==> config.mk <==
export PLATFORM = sky130hd
export DESIGN_NAME = i2c_slv_reg_bank
export DESIGN_NICKNAME = d
export VERILOG_FILES = /design/src/rtl/i2c_slv_reg_bank.sv
export SDC_FILE = /design/constraint.sdc
export NUM_CORES = 1
export LEC_CHECK = 0
export ABC_CLOCK_PERIOD_IN_PS = 2700
export BUFFER_PORTS_ARGS = -buffer_cell sky130_fd_sc_hd__buf_2
export CORE_MARGIN = 3
export CORE_UTILIZATION = 50
export DETAILED_ROUTE_END_ITERATION = 6
export PLACE_DENSITY_LB_ADDON = 0.08
export SYNTH_ARGS = -nofsm -noshare
export SYNTH_HDL_FRONTEND = slang
export SYNTH_SLANG_ARGS = --single-unit
export TNS_END_PERCENT = 5
==> constraint.sdc <==
create_clock -name CLK -period 2.7 [get_ports CLK]
set_clock_uncertainty 0.05 [all_clocks]
set_input_delay 0 -clock CLK [delete_from_list [all_inputs] [get_ports CLK]]
set_output_delay 0 -clock CLK [all_outputs]
set_load 0.05 [all_outputs]
==> src/rtl/i2c_slv_reg_bank.sv <==
// Register bank behind the I2C slave: stores master writes, supplies read bytes and per-byte
// ACK, and exposes the same registers to on-chip logic through a local port.
module i2c_slv_reg_bank #(
  parameter int unsigned        DATA_SZ  = 8,
  parameter int unsigned        REG_NUM  = 16,
  parameter logic [DATA_SZ-2:0] SLV_ADDR = 7'h3C,
  parameter logic [REG_NUM-1:0] RO_MASK  = '0
) (
  input  logic               CLK,
  input  logic               RST_n,
  input  logic [DATA_SZ-2:0] I_ADDR_SLV,
  input  logic               I_RW,
  input  logic [DATA_SZ-1:0] I_ADDR_REG,
  input  logic [DATA_SZ-1:0] I_DATA_RD,
  input  logic               I_DATA_VL,
  input  logic               I_BUSY,
  output logic               O_ACK,
  output logic [DATA_SZ-1:0] O_DATA_WR,
  input  logic               I_LCL_WE,
  input  logic [DATA_SZ-1:0] I_LCL_ADDR,
  input  logic [DATA_SZ-1:0] I_LCL_WDATA,
  output logic [DATA_SZ-1:0] O_LCL_RDATA,
  output logic               O_WR_STB,
  output logic [DATA_SZ-1:0] O_WR_IDX
);

  localparam int unsigned        IdxW    = (REG_NUM > 1) ? $clog2(REG_NUM) : 1;
  localparam logic [DATA_SZ:0]   RegNumW = (DATA_SZ + 1)'(REG_NUM);
  localparam logic [DATA_SZ-1:0] LastPtr = DATA_SZ'(REG_NUM - 1);
  localparam logic [DATA_SZ-1:0] PtrOne  = DATA_SZ'(1);

  localparam logic [1:0] StIdle   = 2'd0;
  localparam logic [1:0] StArmed  = 2'd1;
  localparam logic [1:0] StXfer   = 2'd2;
  localparam logic [1:0] StIgnore = 2'd3;

  logic [1:0]         state_q, state_d;
  logic               busy_q;
  logic [DATA_SZ-1:0] ptr_q, ptr_d;
  logic [DATA_SZ-1:0] regs_q [REG_NUM];
  logic [DATA_SZ-1:0] regs_d [REG_NUM];
  logic               ack_q, ack_d;
  logic [DATA_SZ-1:0] data_wr_q, data_wr_d;
  logic [DATA_SZ-1:0] lcl_rdata_q, lcl_rdata_d;
  logic               wr_stb_q, wr_stb_d;
  logic [DATA_SZ-1:0] wr_idx_q, wr_idx_d;

  logic            addr_match;
  logic            ptr_in_range;
  logic [IdxW-1:0] ptr_idx;
  logic            ptr_ro;
  logic            lcl_in_range;
  logic [IdxW-1:0] lcl_idx;
  logic            proc_byte;
  logic            i2c_we;
  logic            lcl_we;

  assign addr_match   = (I_ADDR_SLV == SLV_ADDR);
  assign ptr_in_range = ({1'b0, ptr_q} < RegNumW);
  assign ptr_idx      = ptr_q[IdxW-1:0];
  assign ptr_ro       = RO_MASK[ptr_idx];
  assign lcl_in_range = ({1'b0, I_LCL_ADDR} < RegNumW);
  assign lcl_idx      = I_LCL_ADDR[IdxW-1:0];

  // Dropping I_BUSY aborts from any state; the pointer is held until the next ARMED phase.
  always_comb begin
    state_d   = state_q;
    ptr_d     = ptr_q;
    proc_byte = 1'b0;
    if (!I_BUSY) begin
      state_d = StIdle;
    end else begin
      unique case (state_q)
        StIdle: begin
          if (!busy_q) state_d = StArmed;
        end
        StArmed: begin
          if (!addr_match) begin
            state_d = StIgnore;
            ptr_d   = I_ADDR_REG;
          end else if (I_DATA_VL) begin
            state_d   = StXfer;
            proc_byte = 1'b1;
          end else begin
            ptr_d = I_ADDR_REG;
          end
        end
        StXfer: begin
          if (I_DATA_VL) proc_byte = 1'b1;
        end
        StIgnore: begin
          state_d = StIgnore;
        end
        default: state_d = StIdle;
      endcase
    end
    if (proc_byte) ptr_d = (ptr_q == LastPtr) ? '0 : ptr_q + PtrOne;
  end

  assign i2c_we = proc_byte && !I_RW && ptr_in_range && !ptr_ro;
  assign lcl_we = I_LCL_WE && lcl_in_range;

  // The I2C write is applied last so it wins a same-index collision with the local port.
  always_comb begin
    regs_d = regs_q;
    if (lcl_we) regs_d[lcl_idx] = I_LCL_WDATA;
    if (i2c_we) regs_d[ptr_idx] = I_DATA_RD;
  end

  always_comb begin
    data_wr_d   = ptr_in_range ? regs_q[ptr_idx] : '0;
    lcl_rdata_d = lcl_in_range ? regs_q[lcl_idx] : '0;
    ack_d       = ((state_q == StArmed) || (state_q == StXfer)) && addr_match &&
                  ptr_in_range && (I_RW || !ptr_ro);
    wr_stb_d    = i2c_we;
    wr_idx_d    = i2c_we ? ptr_q : wr_idx_q;
  end

  always_ff @(posedge CLK or negedge RST_n) begin
    if (!RST_n) begin
      state_q     <= StIdle;
      busy_q      <= 1'b0;
      ptr_q       <= '0;
      regs_q      <= '{default: '0};
      ack_q       <= 1'b0;
      data_wr_q   <= '0;
      lcl_rdata_q <= '0;
      wr_stb_q    <= 1'b0;
      wr_idx_q    <= '0;
    end else begin
      state_q     <= state_d;
      busy_q      <= I_BUSY;
      ptr_q       <= ptr_d;
      regs_q      <= regs_d;
      ack_q       <= ack_d;
      data_wr_q   <= data_wr_d;
      lcl_rdata_q <= lcl_rdata_d;
      wr_stb_q    <= wr_stb_d;
      wr_idx_q    <= wr_idx_d;
    end
  end

  assign O_ACK       = ack_q;
  assign O_DATA_WR   = data_wr_q;
  assign O_LCL_RDATA = lcl_rdata_q;
  assign O_WR_STB    = wr_stb_q;
  assign O_WR_IDX    = wr_idx_q;

endmodule

Word-level counts from Yosys, hierarchy flattened
Memories as Yosys holds them, arrays and structs flattened.
Cells that the tools add are included.
- logic and storage cells: 94
- register bits: 165
- memories kept: 1
- ROM bits: 16
- equality and inequality tests: 9
- reduce and logical (&&, ||, !) cells: 18
- order comparisons: 7
- muxes and demuxes: 32
- add/sub/neg operators: 1
- bitwise logic cells: 2
- memories (memory ; depth ; bits a word ; rd ports ; clocked after memory_dff ; wr ports ; RTL line ; RTL):
    (no name shown) ; 16 ; 1 ; 1 ; 0 ; 0 ; 61 ; assign ptr_ro = RO_MASK[ptr_idx];
- operators by type and width (cell ; count):
    $bwmux 128 ; 2
    $mux 128 ; 2
    $mux 8 ; 14
    $bmux 8 s4 ; 2
    $demux 8 s4 ; 2
    $lt 8x5->1 const B ; 2
    $ge 5x5->1 const B ; 2
    $lt 5x1->1 const B ; 2
    $not 4->5 ; 2
    $logic_and 1x1->1 ; 9
    $add 8x1->8 const B ; 1
    $eq 8x4->1 const B ; 1
    $mux 2 ; 4
    $eq 7x6->1 const B ; 1
    $pmux 2 s3 ; 1
    $reduce_and 3->1 ; 2
    $lt 4x5->1 const B ; 1
    $eq 2x2->1 const B ; 2
    $mux 1 ; 4
    $ne 4x1->1 const B ; 1
    $ne 4x4->1 const B ; 1
    $reduce_bool 2->1 ; 2
    $ne 3x2->1 const B ; 1
    $ne 3x3->1 const B ; 1
    5 further kinds ; 7

Longest topological paths before layout
- depth after elaboration: 9
- mapped depth: 8
- depth with buffers taken out: 6

Worst setup path after synthesis
OpenSTA, ideal clock, no wires.
- kind: register -> register
- start point: register ptr_q[0]
- end point: register regs_q[24] (netlist bit)
- arrival time: 2110 ps
- library setup time: 125 ps
- data required time: 2525 ps
- slack: 416 ps
- stages on the path, launching flop included: 9
- path buffers: 2
- cell sequence: dfrtp_1 > buf_2 > clkbuf_1 > inv_1 > ha_1 > nand2b_1 > nor3_1 > nand3_1 > mux2_2
- RTL lines (element ; RTL line ; RTL):
    from (decl) ; 39 ; logic [DATA_SZ-1:0] ptr_q, ptr_d;
    from (signal assigned) ; 133 ; ptr_q <= ptr_d;
    to (signal assigned) ; 134 ; regs_q <= regs_d;
    to (decl) ; 40 ; logic [DATA_SZ-1:0] regs_q [REG_NUM];

==> impl_metrics.json <==
{
  "top_ports": 71,
  "clockRootBuffer": "sky130_fd_sc_hd__clkbuf_16",
  "post_route_cells_drive_above_1_share": 0.545,
  "chipWidth_um": 150,
  "edff_count_synth": 0,
  "finalCritPeriodShare": 0.946,
  "min-delay-start": "I_DATA_RD[2]",
  "worstPathMaxFanout": 16,
  "first_global_vias": 7535,
  "timing_max_transition_violations_final": 0,
  "critPathRequiredTime_ns": 2.96,
  "post_dp_cell_area_mm2": 0.0111,
  "cts_inserted_buffers": 17,
  "avgViaCountPerCell": 6.40,
  "core_area_mm2": 0.0198,
  "insertedDiodeCount": 0,
  "numClockSinks": 165,
  "final_hold_viol_count": 0,
  "die_area_mm2": 0.0224,
  "power_leakage_nw": 5.59,
  "nNetsFinal": 886,
  "yosysWarnings": 0,
  "maxClockFrequency_ghz": 0.392,
  "drc": 0,
  "num_rows": 51,
  "netlist_area_mm2": 0.0103,
  "initial_cell_density_of_the_core": 0.520,
  "netlist-cell-type-count": 51,
  "global_route.overflow_total": 0,
  "number_of_iterations_in_the_first_detailed_routing_pass": 5,
  "cp.arrival_ns": 2.82,
  "synth_cells": 744,
  "mappedNetlistNets": 797,
  "met2WireLength_mm": 14.9,
  "detailroute.wirelength.met3_mm": 1.41,
  "cts_tree": "done",
  "worst_slew_pin_slew_ns": 0.745,
  "grt_util_all_layers": 0.261,
  "fraction_of_registers_with_async_set_or_reset_after_synthesis": 1.00,
  "worst_setup_path_start_kind": "register",
  "ant_nets": 0,
  "clock_latency_ns": 0.43,
  "antenna_violations_before_repair": 0,
  "hold_path.class": "in -> reg",
  "flow.area_growth_from_synthesis_pct": 14.6,
  "outcome": "complete, no violations",
  "dpl.hpwl_mm": 19.3,
  "clkSlewWorstSetupHoldPaths_ns": 0.07,
  "wl_mm": 28.4,
  "cts.htree.levels": 4,
  "worstRegToRegCells": 5,
  "cts-root-to-sink-buffers": 2,
  "crit_path_end_kind": "register",
  "most_used_flip_flop_cell_after_synthesis": "sky130_fd_sc_hd__dfrtp_1",
  "p_per_area_mw_per_mm2": 654,
  "fill_count": 1591,
  "max_capacitance_violation_count": 0,
  "setup_tns_ns": 0,
  "top_signal_layer_used": "met4",
  "post-route-min-period_ns": 2.55,
  "post_drt_wl_per_cell_um": 25.5,
  "grt_max_degree": 79,
  "numPortBuffers": 70,
  "vias": 7114,
  "worst_hold_path.endpoint": "regs_q[106]",
  "worstReg2RegStart": "state_q[0]",
  "post-cts-setup-buffer-count": 0,
  "post-route-cell-area_mm2": 0.0118,
  "reg_to_reg_end": "regs_q[52]",
  "grt_pass1_wl_mm": 44.2,
  "vdd_ir_drop_max_uv": 384,
  "drt_iter0_markers": 532,
  "synth_seq_area_share": 0.400,
  "worst_hold_stages": 2,
  "finalSetupViolCount": 0,
  "gp_routability_congestion": 0.836,
  "postSynthAreaPerCell_um2": 13.9,
  "die_h_um": 150,
  "postSynthRegisterBits": 165,
  "route.layer.met1.wl_mm": 11.6,
  "classification_of_the_worst_setup_path": "reg -> reg",
  "regToRegSetupSlack_ns": 0.15,
  "maxSlewHeadroom": 0.503
}
## state kept, by name, summed over array words and instances, names as in the netlist
signal,count
O_ACK,1
O_DATA_WR,8
O_LCL_RDATA,8
O_WR_IDX,8
O_WR_STB,1
busy_q,1
ptr_q,8
regs_q,128
state_q,2
## power breakdown
group / switching, W / internal (W)
logic: 0.00131 / 0.00101
registers: 0.000261 / 0.00271
clock network: 0.00107 / 0.00137
total: 0.00264 / 0.00509
## worst max-delay path, cell delays in order, from the launching register on
cell and delay (ns):
sky130_fd_sc_hd__dfrtp_1 0.38, sky130_fd_sc_hd__inv_1 0.09, sky130_fd_sc_hd__ha_1 0.36, sky130_fd_sc_hd__and3_1 0.54, sky130_fd_sc_hd__nand3_1 0.56, sky130_fd_sc_hd__mux2_2 0.44
## layout by cell type (no fill, tap or decap), drive strengths merged, types with 15 or more instances in the layout
| cell | instances |
|---|---|
| mux2 | 260 |
| dfrtp | 165 |
| buf | 108 |
| mux4 | 64 |
| mux2i | 35 |
| nand3 | 25 |
| nor3 | 19 |
| clkbuf | 18 |
| o22ai | 16 |
| dlygate4sd3 | 15 |
## metal layers
metal  GRT usage  vias up
met5           0        -
met4      0.0618        0
met3      0.0463       44
met2       0.464      249
met1       0.335     3723
li1            -     3098
## synthesized netlist by cell type (all sizes together) (2+ instances only)
library cell	n	area, um2
and2	2	12.5
nand2	11	41.3
a31oi	3	18.8
or4	3	26.3
dfrtp	165	4130
nor2	2	7.51
o311a	2	20.0
nand3	25	125
mux4	64	1440
nor2b	4	25.0
nand2b	8	50.1
a221o	3	30.0
buf	17	109
o21ai	7	35.0
ha	8	100
a31o	2	17.5
clkbuf	36	135
and3	2	12.5
inv	7	26.3
nand3b	2	15.0
mux2i	35	350
nand4b	3	26.3
mux2	260	2930
nor3	19	196
o31ai	2	15.0
or3	3	18.8
nor4	14	154
o211ai	2	15.0
nand4	2	12.5
a211oi	3	22.5
o22ai	16	100
## repair_timing
action                                  4_1_cts  5_1_grt
hold buffers                                 15        0
gates resized for setup                       0        2
endpoints found under the hold margin        92        0
endpoints found under the setup margin        0        8
## per-stage QoR
step	worst slack (ns)	util	total power (W)	instances	hold WS, ns
2_1_floorplan	0.416	-	0.00458	744	-0.346
3_3_place_gp	0.215	0.559	0.00522	1064	0.0391
3_5_place_dp	0.156	0.559	0.00530	1064	0.0511
4_1_cts	0.144	0.595	0.00776	1111	0.00287
5_1_grt	-0.00142	0.596	0.00807	1111	0.0238
6_report	0.146	0.596	0.00774	1111	0.00648
## layout make-up
type / count / area, um2 / area share
inverter: 7 / 26.3 / 0.00222
clock buffer: 18 / 429 / 0.0363
tap: 265 / 332 / 0.0280
timing repair buffer: 123 / 830 / 0.0701
sequential: 165 / 4130 / 0.349
clock inverter: 14 / 150 / 0.0127
multi-input combinational: 519 / 5930 / 0.501
## worst max path at each step
stage                          start  depth (start not counted)     endpoint  slack (ns)
after detailed placement    ptr_q[7]                          5  regs_q[122]        0.16
after floorplan             ptr_q[0]                          8   regs_q[24]        0.42
after global routing      state_q[1]                          5  regs_q[107]      -0.001
final                     state_q[0]                          5   regs_q[52]        0.15
after CTS                   ptr_q[7]                          5  regs_q[125]        0.14
after global placement      ptr_q[7]                          5  regs_q[121]        0.22
## cell families (layout without fill, tap and decap cells)
family	count (synthesis)	after routing	synth area share
adders and majority gates	8	8	0.00970
muxes	359	359	0.457
AOI/OAI and AO/OA	47	47	0.0321
DFF	165	165	0.400
and+or+nand+nor	105	105	0.0745
buffers and inverters	60	162	0.0262
No activity file was read; power rests on OpenSTA's default activity.
